==> src/rtl/swivm_lsu_if.sv <==
// Memory-side bus of the load/store unit: word-aligned request with byte-lane
// enables, and a single-cycle acknowledge carrying the full read word.
interface swivm_lsu_if #(
  parameter int unsigned AW = 16
) ();
  logic          o_mem_req;
  logic          o_mem_we;
  logic [AW-1:0] o_mem_addr;
  logic [3:0]    o_mem_be;
  logic [31:0]   o_mem_wdata;
  logic          i_mem_ack;
  logic [31:0]   i_mem_rdata;

  modport master (
    output o_mem_req, o_mem_we, o_mem_addr, o_mem_be, o_mem_wdata,
    input  i_mem_ack, i_mem_rdata
  );

  modport slave (
    input  o_mem_req, o_mem_we, o_mem_addr, o_mem_be, o_mem_wdata,
    output i_mem_ack, i_mem_rdata
  );
endinterface

==> src/rtl/swivm_lsu.sv <==
// Load/store unit: validates a core access, runs one memory transaction with
// lane placement / extraction and an ack timeout, then pulses o_done.
module swivm_lsu #(
  parameter int unsigned AW      = 16,
  parameter int unsigned TIMEOUT = 15
) (
  input  logic        i_clk,
  input  logic        i_reset,
  input  logic        i_req,
  input  logic        i_we,
  input  logic [1:0]  i_size,
  input  logic        i_signed,
  input  logic [31:0] i_addr,
  input  logic [31:0] i_wdata,
  output logic        o_busy,
  output logic        o_done,
  output logic [31:0] o_rdata,
  output logic        o_err,
  output logic [1:0]  o_errcode,
  swivm_lsu_if.master mem
);

  localparam int unsigned CW = (TIMEOUT > 0) ? $clog2(TIMEOUT + 1) : 1;

  localparam logic [1:0] SZ_BYTE = 2'b00;
  localparam logic [1:0] SZ_RSVD = 2'b01;
  localparam logic [1:0] SZ_HALF = 2'b10;
  localparam logic [1:0] SZ_WORD = 2'b11;

  localparam logic [1:0] E_SIZE    = 2'b00;
  localparam logic [1:0] E_ALIGN   = 2'b01;
  localparam logic [1:0] E_RANGE   = 2'b10;
  localparam logic [1:0] E_TIMEOUT = 2'b11;

  typedef enum logic [1:0] {IDLE, BUS, RESP} state_e;

  state_e        state_q, state_d;
  logic          busy_q, busy_d;
  logic          done_q, done_d;
  logic          err_q, err_d;
  logic [1:0]    errcode_q, errcode_d;
  logic [31:0]   rdata_q, rdata_d;
  logic          mem_req_q, mem_req_d;
  logic          mem_we_q, mem_we_d;
  logic [AW-1:0] mem_addr_q, mem_addr_d;
  logic [3:0]    mem_be_q, mem_be_d;
  logic [31:0]   mem_wdata_q, mem_wdata_d;
  logic [CW-1:0] wait_cnt_q, wait_cnt_d;
  logic          we_q, we_d;
  logic [1:0]    size_q, size_d;
  logic          sgn_q, sgn_d;
  logic [1:0]    lane_q, lane_d;

  logic        bad_size, misalign, out_of_range;
  logic [3:0]  acc_be;
  logic [31:0] acc_wdata;
  logic [7:0]  ld_byte;
  logic [15:0] ld_half;
  logic [31:0] ld_ext;
  logic        timeout_hit;

  // Acceptance checks and store lane placement, evaluated on the raw request.
  always_comb begin
    bad_size     = (i_size == SZ_RSVD);
    misalign     = ((i_size == SZ_HALF) && i_addr[0]) ||
                   ((i_size == SZ_WORD) && (i_addr[1:0] != 2'b00));
    out_of_range = ((i_addr >> AW) != 32'd0);
    case (i_size)
      SZ_BYTE: begin
        acc_be    = 4'b0001 << i_addr[1:0];
        acc_wdata = {4{i_wdata[7:0]}};
      end
      SZ_HALF: begin
        acc_be    = 4'b0011 << i_addr[1:0];
        acc_wdata = {2{i_wdata[15:0]}};
      end
      default: begin
        acc_be    = 4'b1111;
        acc_wdata = i_wdata;
      end
    endcase
  end

  // Little-endian lane extraction and extension of the returned word.
  always_comb begin
    ld_byte = mem.i_mem_rdata[{lane_q, 3'b000} +: 8];
    ld_half = lane_q[1] ? mem.i_mem_rdata[31:16] : mem.i_mem_rdata[15:0];
    case (size_q)
      SZ_BYTE: ld_ext = {{24{sgn_q & ld_byte[7]}}, ld_byte};
      SZ_HALF: ld_ext = {{16{sgn_q & ld_half[15]}}, ld_half};
      default: ld_ext = mem.i_mem_rdata;
    endcase
  end

  // Fires on the TIMEOUT-th consecutive BUS cycle without an ack.
  assign timeout_hit = (TIMEOUT != 0) && (wait_cnt_q == CW'(TIMEOUT - 1));

  always_comb begin
    state_d     = state_q;
    busy_d      = busy_q;
    done_d      = 1'b0;
    err_d       = err_q;
    errcode_d   = errcode_q;
    rdata_d     = rdata_q;
    mem_req_d   = mem_req_q;
    mem_we_d    = mem_we_q;
    mem_addr_d  = mem_addr_q;
    mem_be_d    = mem_be_q;
    mem_wdata_d = mem_wdata_q;
    wait_cnt_d  = wait_cnt_q;
    we_d        = we_q;
    size_d      = size_q;
    sgn_d       = sgn_q;
    lane_d      = lane_q;
    case (state_q)
      IDLE: begin
        if (i_req) begin
          busy_d = 1'b1;
          we_d   = i_we;
          size_d = i_size;
          sgn_d  = i_signed;
          lane_d = i_addr[1:0];
          if (bad_size || misalign || out_of_range) begin
            state_d   = RESP;
            done_d    = 1'b1;
            err_d     = 1'b1;
            errcode_d = bad_size ? E_SIZE : (misalign ? E_ALIGN : E_RANGE);
          end else begin
            state_d     = BUS;
            err_d       = 1'b0;
            errcode_d   = 2'b00;
            mem_req_d   = 1'b1;
            mem_we_d    = i_we;
            mem_addr_d  = {i_addr[AW-1:2], 2'b00};
            mem_be_d    = acc_be;
            mem_wdata_d = acc_wdata;
            wait_cnt_d  = '0;
          end
        end
      end
      BUS: begin
        if (mem.i_mem_ack) begin
          state_d   = RESP;
          done_d    = 1'b1;
          mem_req_d = 1'b0;
          mem_we_d  = 1'b0;
          if (!we_q) rdata_d = ld_ext;
        end else if (timeout_hit) begin
          state_d   = RESP;
          done_d    = 1'b1;
          mem_req_d = 1'b0;
          mem_we_d  = 1'b0;
          err_d     = 1'b1;
          errcode_d = E_TIMEOUT;
        end else begin
          wait_cnt_d = wait_cnt_q + CW'(1);
        end
      end
      RESP: begin
        state_d = IDLE;
        busy_d  = 1'b0;
      end
      default: state_d = IDLE;
    endcase
  end

  always_ff @(posedge i_clk) begin
    if (i_reset) begin
      state_q     <= IDLE;
      busy_q      <= 1'b0;
      done_q      <= 1'b0;
      err_q       <= 1'b0;
      errcode_q   <= 2'b00;
      rdata_q     <= '0;
      mem_req_q   <= 1'b0;
      mem_we_q    <= 1'b0;
      mem_addr_q  <= '0;
      mem_be_q    <= '0;
      mem_wdata_q <= '0;
      wait_cnt_q  <= '0;
      we_q        <= 1'b0;
      size_q      <= 2'b00;
      sgn_q       <= 1'b0;
      lane_q      <= 2'b00;
    end else begin
      state_q     <= state_d;
      busy_q      <= busy_d;
      done_q      <= done_d;
      err_q       <= err_d;
      errcode_q   <= errcode_d;
      rdata_q     <= rdata_d;
      mem_req_q   <= mem_req_d;
      mem_we_q    <= mem_we_d;
      mem_addr_q  <= mem_addr_d;
      mem_be_q    <= mem_be_d;
      mem_wdata_q <= mem_wdata_d;
      wait_cnt_q  <= wait_cnt_d;
      we_q        <= we_d;
      size_q      <= size_d;
      sgn_q       <= sgn_d;
      lane_q      <= lane_d;
    end
  end

  assign o_busy          = busy_q;
  assign o_done          = done_q;
  assign o_rdata         = rdata_q;
  assign o_err           = err_q;
  assign o_errcode       = errcode_q;
  assign mem.o_mem_req   = mem_req_q;
  assign mem.o_mem_we    = mem_we_q;
  assign mem.o_mem_addr  = mem_addr_q;
  assign mem.o_mem_be    = mem_be_q;
  assign mem.o_mem_wdata = mem_wdata_q;

endmodule

==> src/flat_wrapper.sv <==
// flat-port wrapper written by rule: the top's interface ports become plain ports
module swivm_lsu_flat 
#(
  parameter int unsigned AW      = 16,
  parameter int unsigned TIMEOUT = 15
)
  (i_clk, i_reset, i_req, i_we, i_size, i_signed, i_addr, i_wdata, o_busy, o_done, o_rdata, o_err, o_errcode, mem_o_mem_req, mem_o_mem_we, mem_o_mem_addr, mem_o_mem_be, mem_o_mem_wdata, mem_i_mem_ack, mem_i_mem_rdata);
  swivm_lsu_if #(.AW(AW)) mem_i ();
  input  logic i_clk;
  input  logic i_reset;
  input  logic i_req;
  input  logic i_we;
  input  logic [1:0] i_size;
  input  logic i_signed;
  input  logic [31:0] i_addr;
  input  logic [31:0] i_wdata;
  output logic o_busy;
  output logic o_done;
  output logic [31:0] o_rdata;
  output logic o_err;
  output logic [1:0] o_errcode;
  output wire logic [$bits(mem_i.o_mem_req)-1:0] mem_o_mem_req;
  output wire logic [$bits(mem_i.o_mem_we)-1:0] mem_o_mem_we;
  output wire logic [$bits(mem_i.o_mem_addr)-1:0] mem_o_mem_addr;
  output wire logic [$bits(mem_i.o_mem_be)-1:0] mem_o_mem_be;
  output wire logic [$bits(mem_i.o_mem_wdata)-1:0] mem_o_mem_wdata;
  input wire logic [$bits(mem_i.i_mem_ack)-1:0] mem_i_mem_ack;
  input wire logic [$bits(mem_i.i_mem_rdata)-1:0] mem_i_mem_rdata;
  assign mem_o_mem_req = mem_i.o_mem_req;
  assign mem_o_mem_we = mem_i.o_mem_we;
  assign mem_o_mem_addr = mem_i.o_mem_addr;
  assign mem_o_mem_be = mem_i.o_mem_be;
  assign mem_o_mem_wdata = mem_i.o_mem_wdata;
  assign mem_i.i_mem_ack = mem_i_mem_ack;
  assign mem_i.i_mem_rdata = mem_i_mem_rdata;
  swivm_lsu #(.AW(AW), .TIMEOUT(TIMEOUT)) u_core (.i_clk(i_clk), .i_reset(i_reset), .i_req(i_req), .i_we(i_we), .i_size(i_size), .i_signed(i_signed), .i_addr(i_addr), .i_wdata(i_wdata), .o_busy(o_busy), .o_done(o_done), .o_rdata(o_rdata), .o_err(o_err), .o_errcode(o_errcode), .mem(mem_i));
endmodule
==> config.mk <==
export PLATFORM = sky130hd
export DESIGN_NAME = swivm_lsu_flat
export DESIGN_NICKNAME = d
export VERILOG_FILES = /design/src/rtl/swivm_lsu_if.sv /design/src/rtl/swivm_lsu.sv /design/src/flat_wrapper.sv
export SDC_FILE = /design/constraint.sdc
export NUM_CORES = 1
export LEC_CHECK = 0
export ABC_AREA = 1
export CELL_PAD_IN_SITES_DETAIL_PLACEMENT = 1
export CELL_PAD_IN_SITES_GLOBAL_PLACEMENT = 1
export CORE_ASPECT_RATIO = 1.2
export CORE_MARGIN = 4
export CORE_UTILIZATION = 26
export DETAILED_ROUTE_END_ITERATION = 10
export GPL_TIMING_DRIVEN = 0
export PLACE_DENSITY = 0.77
export SKIP_LAST_GASP = 1
export SYNTH_ARGS = -nofsm -noshare
export SYNTH_HDL_FRONTEND = slang
export SYNTH_SLANG_ARGS = --single-unit
==> constraint.sdc <==
create_clock -name i_clk -period 1.6 [get_ports i_clk]
set_clock_uncertainty 0.15 [all_clocks]
set_input_delay 0.16 -clock i_clk [delete_from_list [all_inputs] [get_ports i_clk]]
set_output_delay 0.16 -clock i_clk [all_outputs]
set_load 0.03 [all_outputs]
==> impl_metrics.toml <==
[finish]
areaGrowthSynthToFinish_pct = 65.99
finalInstanceArea_sq_um = 7724
multi_input_area_sq_um = 2425
fill_cells = 2183
utilization = 0.4395
nNetsFinal = 1004
seq_area_sq_um = 2026
drive_gt1_frac = 0.1417

[power_and_ir_drop]
p_leak_nw = 3.791
p_comb_frac = 0.155
p_sw_mw = 1.472
vdd_drop_max_mv = 0.4936
pwr-share-clk = 0.384
p_total_mw = 5.548
cellInternalPower_mw = 4.075
p_per_area_nw_per_um2 = 718.3
netSwitchingFraction = 0.2654
seq_power_share = 0.461

[critical_path]
critPathRequiredTime_ns = 1.73
path_buf_inv = 2
path_max_fanout = 6
slowest_delay_ns = 0.33
startpoint_type = "flip-flop"
endpoint_kind = "flip-flop"
cp.arrival_ns = 1.70
criticalPathCategory = "reg -> reg"
cpLargestDelayFamily = "simple AND/OR/NAND/NOR gates"
cp_slowest_cell = "dfxtp_2"
crit_chain = "inv_1 > ha_1 > nand3_2 > nand2_2 > nor2_4 > inv_4 > or2_2 > a21oi_1"

[clock_network]
clk_root_buffer_cell = "clkbuf_16"
clk_pin_slew_worst_paths_ns = 0.07
ctsLongestPathBuffers = 2
cts_buffers = 9
hold_buffers = 0
h-tree-depth = 3
clock_sinks = 101
worstSkewPairLatency_ns = 0.35
cts_tree = "yes"

[global_route]
antenna_found_initial = 1
globalRouteTotalUtil = 0.1807
grt_pass1_wl_um = 28760
grt_max_degree = 16
grt_pass1_vias = 5349
grt_overflow = 0

[yosys]
syn_inst = 670
synth_edf_count = 0
ys_top_cells_by_area = "dfxtp_1, nor2_1, nand2_1, o21ai_0, a21oi_1"
avgSynthCellArea_sq_um = 6.945
yosysMostFrequentCell = "nor2_1"
netlist_area_sq_um = 4653
synthTopCellsByCount = "nor2_1, nand2_1, dfxtp_1"
async_flop_share = 0
synth-warning-count = 0
yosysUniqueCellTypes = 34
yosys.area.top_type = "dfxtp_1"
synth-seq-cells = 101
synth_ff_type = "dfxtp_1"
synth-seq-area-share = 0.4345
synth_top_area_frac = 0.4345

[placed_design]
hpwlAfterDp_um = 14420
gp_congestion = 0.8135
place_area_sq_um = 6834
port_buffers = 190

[routing]
avgViaCountPerCell = 4.746
antenna_left = 0
drc = 0
drtPass1Iterations = 5
vias = 5334
drtIter0Drc = 196
wl_um = 19750
routedWlPerCell_um = 17.57

[timing]
final.period_utilization = 0.9839
timing.hold.ws_ns = 0.04766
worst_pin_slew_ns = 0.6138
setup_viol = 0
finalHoldViolations = 0
slew_headroom = 0.5908
finalSetupTns_ns = 0
fmax_mhz = 635.2
period_needed_ns = 1.574
slew_viol_final = 0
rsz0062_at_grt = "yes"

[die]
row_count = 53
io_pins = 195
die_x_um = 130.1
core_sq_um = 17570
start_util = 0.2648
die_h_um = 154.6
dieArea_sq_um = 20110

[run_status]
status = "finished, final reports clean"

[run]
drv_cap = 0

[worst_hold_path]
hold_class = "in -> reg"
## sequential cells by signal, indices dropped and copies added (netlist names), 2 cells and up
name                    cells
u_core.lane_q               2
u_core.o_errcode            2
u_core.mem.o_mem_wdata     32
u_core.mem.o_mem_addr      14
u_core.mem.o_mem_be         4
u_core.wait_cnt_q           4
u_core.state_q              2
u_core.o_rdata             32
u_core.size_q               2
## logic make-up (layout without fill, tap and decap cells)
group,after synthesis,in the layout,synth area share
flops,101,101,0.4345
other cells,1,3,0.0008059
buf+inv,88,318,0.08577
simple gates,293,295,0.2520
xor+xnor,1,1,0.001883
fa+ha+maj,2,2,0.005377
compound gates,184,184,0.2197
## final timing paths
check | slack, ns | start | end | depth (start not counted)
setup reg to reg | 0.03 | u_core.wait_cnt_q[0]$_SDFFE_PP0P_ | u_core.wait_cnt_q[1]$_SDFFE_PP0P_ | 8
setup / recovery | 0.03 | u_core.wait_cnt_q[0]$_SDFFE_PP0P_ | u_core.wait_cnt_q[1]$_SDFFE_PP0P_ | 8
hold / removal | 0.05 | i_size[1] | u_core.size_q[1]$_SDFFE_PP0P_ | 3
hold reg to reg | 0.31 | u_core.mem.o_mem_req$_SDFFE_PP0P_ | u_core.mem.o_mem_req$_SDFFE_PP0P_ | 2
## power groups by stage
stage                     combinational (mW)  clock, mW  sequential [mW]
final                                  0.859       2.13             2.56
after global routing                   0.934       2.29             2.56
after detailed placement               0.760          0             2.61
after global placement                 0.754          0             2.61
after CTS                              0.801       2.21             2.55
after floorplan                        0.316          0             2.63
## timing repair
item | CTS | global route
setup buffers | 7 | 9
pin swaps | 4 | 25
endpoints found under the setup margin | 183 | 93
resized for setup | 142 | 117
gates cloned | 0 | 10
## cell type report
class                           count  area share
Buffer                             42     0.04601
Sequential cell                   101      0.2623
Inverter                           46     0.02527
Tap cell                          220     0.03564
Timing Repair inverter              1    0.001458
Timing Repair Buffer              213      0.2788
Clock buffer                       13     0.03370
Antenna cell                        1   0.0003240
Multi-Input combinational cell    484      0.3139
Clock inverter                      3    0.002592
## placed cells by master (no fill, tap or decap), drive strengths merged
| cell type | instances |
|---|---|
| nand2 | 138 |
| nor2 | 137 |
| dfxtp | 101 |
| dlygate4sd2 | 89 |
| o21ai | 88 |
| clkdlybuf4s50 | 81 |
| a21oi | 59 |
| inv | 45 |
| buf | 40 |
| clkbuf | 39 |
| o211ai | 19 |
| dlymetal6s2s | 19 |
| nand3 | 15 |
| o2111ai | 7 |
| a21boi | 7 |
| nor3 | 3 |
| clkinv | 3 |
| ha | 2 |
| conb | 2 |
| clkinvlp | 2 |
| diode | 1 |
| a31oi | 1 |
| or2 | 1 |
| nand4 | 1 |
| o21bai | 1 |
| xor2 | 1 |
| a22oi | 1 |
| a41oi | 1 |
## tightest hold or removal path: stages
cell and delay [ns]:
clkbuf_2 0.15, inv_2 0.12, a21oi_1 0.07
## stage by stage
stage,std cells,setup WS (ns)
after detailed placement,1081,-0.6478
after global routing,1124,-0.07922
after CTS,1104,-0.05478
final,1124,0.02577
after global placement,1081,-0.6175
after floorplan,671,0.04334
## routing by layer
| metal | track usage | routed length (um) | vias up |
|---|---|---|---|
| li1 | - | - | 2651 |
| met1 | 0.2177 | 8126 | 2518 |
| met2 | 0.3215 | 10170 | 146 |
| met3 | 0.03627 | 1117 | 19 |
| met4 | 0.05149 | 335 | 0 |
| met5 | 0 | 0 | - |
Note: power is estimated with default switching activity, not from simulation.
